[src/rtl/pulse_width_meter_pkg.sv]
// Shared types for the pulse width meter: measurement FSM state encoding.
package pulse_width_meter_pkg;

  typedef enum logic {
    IDLE = 1'b0,
    MEAS = 1'b1
  } pwm_state_e;

endpackage

[src/rtl/pulse_width_meter_sync_edge.sv]
// Input conditioning for the pulse width meter: optional synchronizer chain,
// one-cycle delayed sample and rise/fall strobes. All flops reset to 1 so a
// pulse already high when reset releases never shows up as a rising edge.
module pwm_sync_edge #(
  parameter int unsigned SYNC_STAGES = 2
) (
  input  logic clk,
  input  logic rst,
  input  logic pulse_in,
  output logic s,
  output logic rise,
  output logic fall
);

  logic s_d;

  generate
    if (SYNC_STAGES == 0) begin : g_nosync
      assign s = pulse_in;
    end else begin : g_sync
      logic [SYNC_STAGES-1:0] chain;

      // Synchronizer shift chain; stage 0 samples the raw input.
      always_ff @(posedge clk or negedge rst) begin
        if (!rst) begin
          chain <= '1;
        end else begin
          chain[0] <= pulse_in;
          for (int unsigned i = 1; i < SYNC_STAGES; i++) begin
            chain[i] <= chain[i-1];
          end
        end
      end

      assign s = chain[SYNC_STAGES-1];
    end
  endgenerate

  // One-cycle delayed copy of the synchronized sample for edge detection.
  always_ff @(posedge clk or negedge rst) begin
    if (!rst) begin
      s_d <= 1'b1;
    end else begin
      s_d <= s;
    end
  end

  assign rise = s & ~s_d;
  assign fall = ~s & s_d;

endmodule

[src/rtl/pulse_width_meter.sv]
// Pulse high-time meter: counts consecutive high samples of the conditioned
// input with saturation, then posts width/ovf on a valid/ready result
// register that flags an overwritten unconsumed result via miss.
module pulse_width_meter
  import pulse_width_meter_pkg::*;
#(
  parameter int unsigned N           = 5,
  parameter int unsigned SYNC_STAGES = 2
) (
  input  logic         clk,
  input  logic         rst,
  input  logic         pulse_in,
  input  logic         ready,
  output logic         valid,
  output logic [N-1:0] width,
  output logic         ovf,
  output logic         miss,
  output logic         busy
);

  pwm_state_e   state;
  pwm_state_e   state_next;
  logic         s;
  logic         rise;
  logic         fall;
  logic [N-1:0] cnt;
  logic         ovf_acc;
  logic         load;

  pwm_sync_edge #(
    .SYNC_STAGES(SYNC_STAGES)
  ) u_sync (
    .clk      (clk),
    .rst      (rst),
    .pulse_in (pulse_in),
    .s        (s),
    .rise     (rise),
    .fall     (fall)
  );

  // FSM state register.
  always_ff @(posedge clk or negedge rst) begin
    if (!rst) begin
      state <= IDLE;
    end else begin
      state <= state_next;
    end
  end

  // Next-state: start on a rising edge, finish on the falling edge.
  always_comb begin
    state_next = state;
    case (state)
      IDLE:    if (rise) state_next = MEAS;
      MEAS:    if (fall) state_next = IDLE;
      default: state_next = IDLE;
    endcase
  end

  // FSM outputs: busy while measuring, result load on the terminating fall.
  always_comb begin
    busy = 1'b0;
    load = 1'b0;
    if (state == MEAS) begin
      busy = 1'b1;
      load = fall;
    end
  end

  // Saturating width counter; the rising sample itself counts as cycle 1.
  always_ff @(posedge clk or negedge rst) begin
    if (!rst) begin
      cnt     <= '0;
      ovf_acc <= 1'b0;
    end else if (state == IDLE && rise) begin
      cnt     <= N'(1);
      ovf_acc <= 1'b0;
    end else if (state == MEAS && s) begin
      if (&cnt) begin
        ovf_acc <= 1'b1;
      end else begin
        cnt <= cnt + N'(1);
      end
    end
  end

  // Result register with handshake; a load takes priority over an accept,
  // and miss reports only an overwrite of a result nobody consumed.
  always_ff @(posedge clk or negedge rst) begin
    if (!rst) begin
      valid <= 1'b0;
      width <= '0;
      ovf   <= 1'b0;
      miss  <= 1'b0;
    end else if (load) begin
      width <= cnt;
      ovf   <= ovf_acc;
      valid <= 1'b1;
      miss  <= valid & ~ready;
    end else if (valid && ready) begin
      valid <= 1'b0;
      miss  <= 1'b0;
    end
  end

endmodule

[config.mk]
export PLATFORM = sky130hd
export DESIGN_NAME = pulse_width_meter
export DESIGN_NICKNAME = d
export VERILOG_FILES = /design/src/rtl/pulse_width_meter_pkg.sv /design/src/rtl/pulse_width_meter_sync_edge.sv /design/src/rtl/pulse_width_meter.sv
export SDC_FILE = /design/constraint.sdc
export NUM_CORES = 1
export LEC_CHECK = 0
export CORE_AREA = 5 5 42 44
export DETAILED_ROUTE_END_ITERATION = 10
export DIE_AREA = 0 0 47 49
export DONT_BUFFER_PORTS = 1
export HOLD_SLACK_MARGIN = 0.15
export PLACE_DENSITY_LB_ADDON = 0.05
export SYNTH_ARGS = -nofsm -noshare
export SYNTH_HDL_FRONTEND = slang
export SYNTH_SLANG_ARGS = --single-unit
[constraint.sdc]
create_clock -name clk -period 4.4 [get_ports clk]
set_input_delay 0.22 -clock clk [delete_from_list [all_inputs] [get_ports clk]]
set_output_delay 0.22 -clock clk [all_outputs]
set_load 0.05 [all_outputs]
After elaboration in Yosys (flattened, before gate mapping)
Index checks and enable logic that the tools add are counted.
Storage, ports and cells
  bits in registers: 18
  bits of input ports: 4
  output and inout bits: 9
  logic and storage cells: 41
Cells by class
  add/sub/neg operators: 1
  equal/unequal tests: 1
  mux-type cells: 14
  bitwise gates (word level): 7
  reductions and logical operators: 9
Operators by type and width (number)
  5-bit 2-to-1 mux: 3
  1-bit 2-to-1 mux: 10
  2-bit nonzero test: 3
  5-bit by 1-bit adder with 5-bit output, second input constant: 1
  5-bit AND reduction: 1
  1-bit NOT: 4
  2-bit AND reduction: 2
  1-bit bitwise AND: 3
  1-bit logical AND: 3
  2-bit inequality test, second input constant: 1
  1-bit one-hot mux with 2 select lines: 1

Longest topological paths before layout
  word-level depth: 5
  depth in mapped cells: 6
  depth with buffers taken out: 6

By module
Synthesis repeated with hierarchy kept, for this count alone.
Second synthesis, totals
  cells, all modules: 57
  area, all modules: 782.0 µm²
Modules (own cells, without submodules)
  pulse_width_meter: instances 1, cells each 52, area each 688.2 µm², seq. area each 375.4 µm²
  pwm_sync_edge: instances 1, cells each 5, area each 93.8 µm², seq. area each 78.8 µm²

Worst setup path after synthesis
OpenSTA, ideal clock, no wires.
  path kind: register to register
  start point: register cnt[0]
  end point: register cnt[3]
  setup time: 124 ps
  arrival: 1563 ps
  required time: 4276 ps
  setup slack: 2713 ps
  stages on the path, launching flop included: 7
  buffers on the path: 0
  period minus slack after synthesis: 1687 ps
  cell sequence: dfrtp_1 > ha_1 > and3_1 > ha_1 > nand4b_1 > and3_1 > a211o_1
On the way
  longest elaborated chain between the ends: 4
  elaborated cells between the ends (all ways): 7
  those cells by class: 1 x add/sub; 1 x eq/ne; 3 x mux; 2 x reduce/logical
Ends and longest elaborated chain
  from (decl): RTL line pulse_width_meter.sv:26  | logic [N-1:0] cnt;
  from (signal assigned): RTL line pulse_width_meter.sv:82  | cnt <= cnt + N'(1);
  5-bit by 1-bit adder with 5-bit output: RTL line pulse_width_meter.sv:82
  5-bit 2-to-1 mux: RTL line pulse_width_meter.sv:79  | if (&cnt) begin
  5-bit 2-to-1 mux: RTL line pulse_width_meter.sv:78  | end else if (state == MEAS && s) begin
  5-bit 2-to-1 mux: RTL line pulse_width_meter.sv:75  | end else if (state == IDLE && rise) begin
Several ways; a longest one is shown, not always the timed one. The select of a mux whose other input is x is not followed.
A chain may end at the register's enable or synchronous reset.

Final worst setup path
Same ends and word-level chain as after synthesis.

==> results.md <==
- Met1 usage: 0.1358
- Unique masters post-synth: 23
- F_max: 553.6 MHz
- Overall routed net length: 1.267 mm
- Longest Clk Path Bufs: 2
- HPWL Detailed: 922.4 um
- Switching power: 0.0002032 W
- H-tree depth: 1
- Most common cell after layout, fill and taps aside: dfrtp_1
- Reg power frac: 0.642
- Initial Util: 0.5509
- Yosys warning total: 0
- Final-report max-slew violation count: 0
- Netlist Area Pre-Place: 772.0 um2
- Via count: 484
- Gr usage total: 0.1322
- Status: finished, final reports clean
- CTS Buf Count: 3
- Fin util: 0.6045
- Worst Path Arrival: 2000 ps
- Busiest grt layer: met2
- Max VDD drop: 0.0003199 V
- Leakage: 0.4172 nW
- CP max FO: 7
- Row count: 14
- Pre-antenna DRT Iters: 4
- Slew @ Worst Pin: 801.9 ps
- Final setup violation count: 0
- Pin count of the biggest net entering global routing: 19
- Post-synthesis sequential area ratio: 0.5883
- Total negative setup slack: 0 ps
- CTS tree: yes
- Worst slew margin: 0.4654
- DR DRC count: 0
- I/O Buffers: 0
- Internal: 0.0003081 W
- IO Count: 13
- Post-synth top area share: 0.4862
- Final antenna-violating net count: 0
- Hold Crit Class: reg2reg
- Die ar.: 2303 um2
- Clock sink total: 18
- RSZ-0062 raised after global routing: no
- Worst Setup End Kind: register
- First-pass GRT wire length: 2.166 mm
- PostCTS Resize Cnt: 0
- WHS: 365.2 ps
- Most frequent cells in the layout: dfrtp_1, mux2_2, a22o_1
- DR iter-0 viols: 4
- Routed WL per cell: 15.64 um
- Vias in the first global route: 497
- Synthesis-stage register bit count: 18
- ANT cells: 0
- Worst EP required: 4590 ps
- Critical Path Start: cnt[0]$_DFFE_PN0P_
- Fin nets: 72
- Tcrit/Tclk final: 0.4106
- Setup CP Type: reg2reg
- Worst flop-to-flop path startpoint: cnt[0]$_DFFE_PN0P_
- Hold path start: u_sync.g_sync.chain[0]$_DFF_PN1_
- GRT met2 Usage: 0.2172
- Mean post-synth cell area: 13.08 um2
- Net Sw Frac: 0.3974
- Gate power share: 0.161
- Final Skew: 6.630 ps
- Initial antenna violation count: 0
- Final Hold Fails: 0
- PwrDens: 603.7 nW/um2
- Total core area: 1401 um2
- P&R area growth vs syn: 9.724%
- Final GP Congestion: 0.7307
- Clock Power Share: 0.197
- Fillers: 126
- Syn Nets: 65
- Leading area contributor after synthesis: dfrtp_1
- Synth area leaders: dfrtp_1, dfstp_2, mux2_2, a22o_1, ha_1
- Die extent in x: 47 um
- Clk_lat worst skew: 290 ps
- Min Clock Period, post-route: 1806 ps
- Root Driver: clkbuf_4
- Remaining global-route overflow: 0
- Die Height: 49 um
- Layout cell share with drive strength beyond 1: 0.2308
- CTS clk-pin slew, worst paths: 100 ps
- Syn Inst Count: 59
- Met3 Usage GRT: 0.05535
- CP Launch Type: register
- Vias/cell: 5.975
- Max-Cap Viols: 0
- Post-CTS setup buffer count: 0
==> final cells by class <==
class	count	area, um2	area share
timing repair buffer	3	30.03	0.03545
clock buffer	4	36.28	0.04284
sequential	18	454.2	0.5362
inverter	3	11.26	0.01329
tap	16	20.02	0.02363
multi-input combinational	37	295.3	0.3486
==> power groups by stage <==
stage	Sequential [W]	Clock, W	Combinational [W]
6_report	0.000328	0.000101	0.0000821
2_1_floorplan	0.000319	0	0.0000718
4_1_cts	0.000330	0.000103	0.0000838
3_5_place_dp	0.000334	0	0.0000781
3_3_place_gp	0.000331	0	0.0000735
5_1_grt	0.000337	0.000112	0.0000937
==> state kept, by name, indices dropped and copies added (netlist names) <==
register	cells
cnt	5
width	5
u_sync.g_sync.chain	2
miss	1
ovf	1
ovf_acc	1
state	1
u_sync.s_d	1
valid	1
==> per-layer routing <==
layer	share of wire	wire length, um
met1	0.38	485
met2	0.53	670
met4	0.013	17
met3	0.074	94
met5	0	0
==> cell usage after synthesis <==
library cell / n
dfrtp_1: 15
nor2b_1: 2
mux2_2: 6
buf_6: 1
nor2_1: 2
a22o_2: 1
mux2i_1: 1
a22oi_1: 1
nand3b_4: 1
nand2_1: 2
a22o_1: 5
dfstp_2: 3
nand4b_1: 1
nor3_1: 1
and3_1: 2
o21ai_0: 3
inv_1: 3
ha_1: 2
or2b_1: 1
a211o_1: 1
nand2b_1: 1
o21ai_1: 1
a21oi_1: 3
==> per-stage QoR <==
stage                     setup WS (ps)  power [W]  std cells  area, um2
after floorplan                    2713  0.0003904         59      772.0
after global placement             2637  0.0004047         74      780.7
after detailed placement           2611  0.0004122         74      780.7
after CTS                          2598  0.0005170         81      847.1
after global routing               2495  0.0005426         81      847.1
final                              2594  0.0005114         81      847.1
==> kinds of logic (layout without fill, tap and decap cells) <==
kind of cell,count (synthesis),after routing,share of synthesized area
compound gates,15,15,0.1361
fa+ha+maj,2,2,0.03241
buf+inv,4,10,0.02917
flops,18,18,0.5883
mux,7,7,0.1005
simple gates,13,13,0.1135
==> critical path: stages, from the launching register on <==
cell	delay, ps
dfrtp_1	430
ha_1	230
and3_1	170
ha_1	250
nand4b_1	210
and3_1	200
a211o_1	220
==> final timing paths <==
| kind | endpoint | slack (ps) | depth (start not counted) |
|---|---|---|---|
| max | cnt[3]$_DFFE_PN0P_ | 2590 | 6 |
| min | u_sync.g_sync.chain[1]$_DFF_PN1_ | 370 | 0 |
| max reg2reg | cnt[3]$_DFFE_PN0P_ | 2590 | 6 |
| min reg2reg | u_sync.g_sync.chain[1]$_DFF_PN1_ | 370 | 0 |
| max in group asynchronous | cnt[1]$_DFFE_PN0P_ | 3480 | 1 |
| min in group asynchronous | width[4]$_DFFE_PN0P_ | 430 | 1 |
==> repair_timing <==
action                                  CTS  global route
endpoints found under the hold margin    21             0
endpoints found under the setup margin    0             0
hold buffers                              3             0
(Power assumes the default switching activity.)
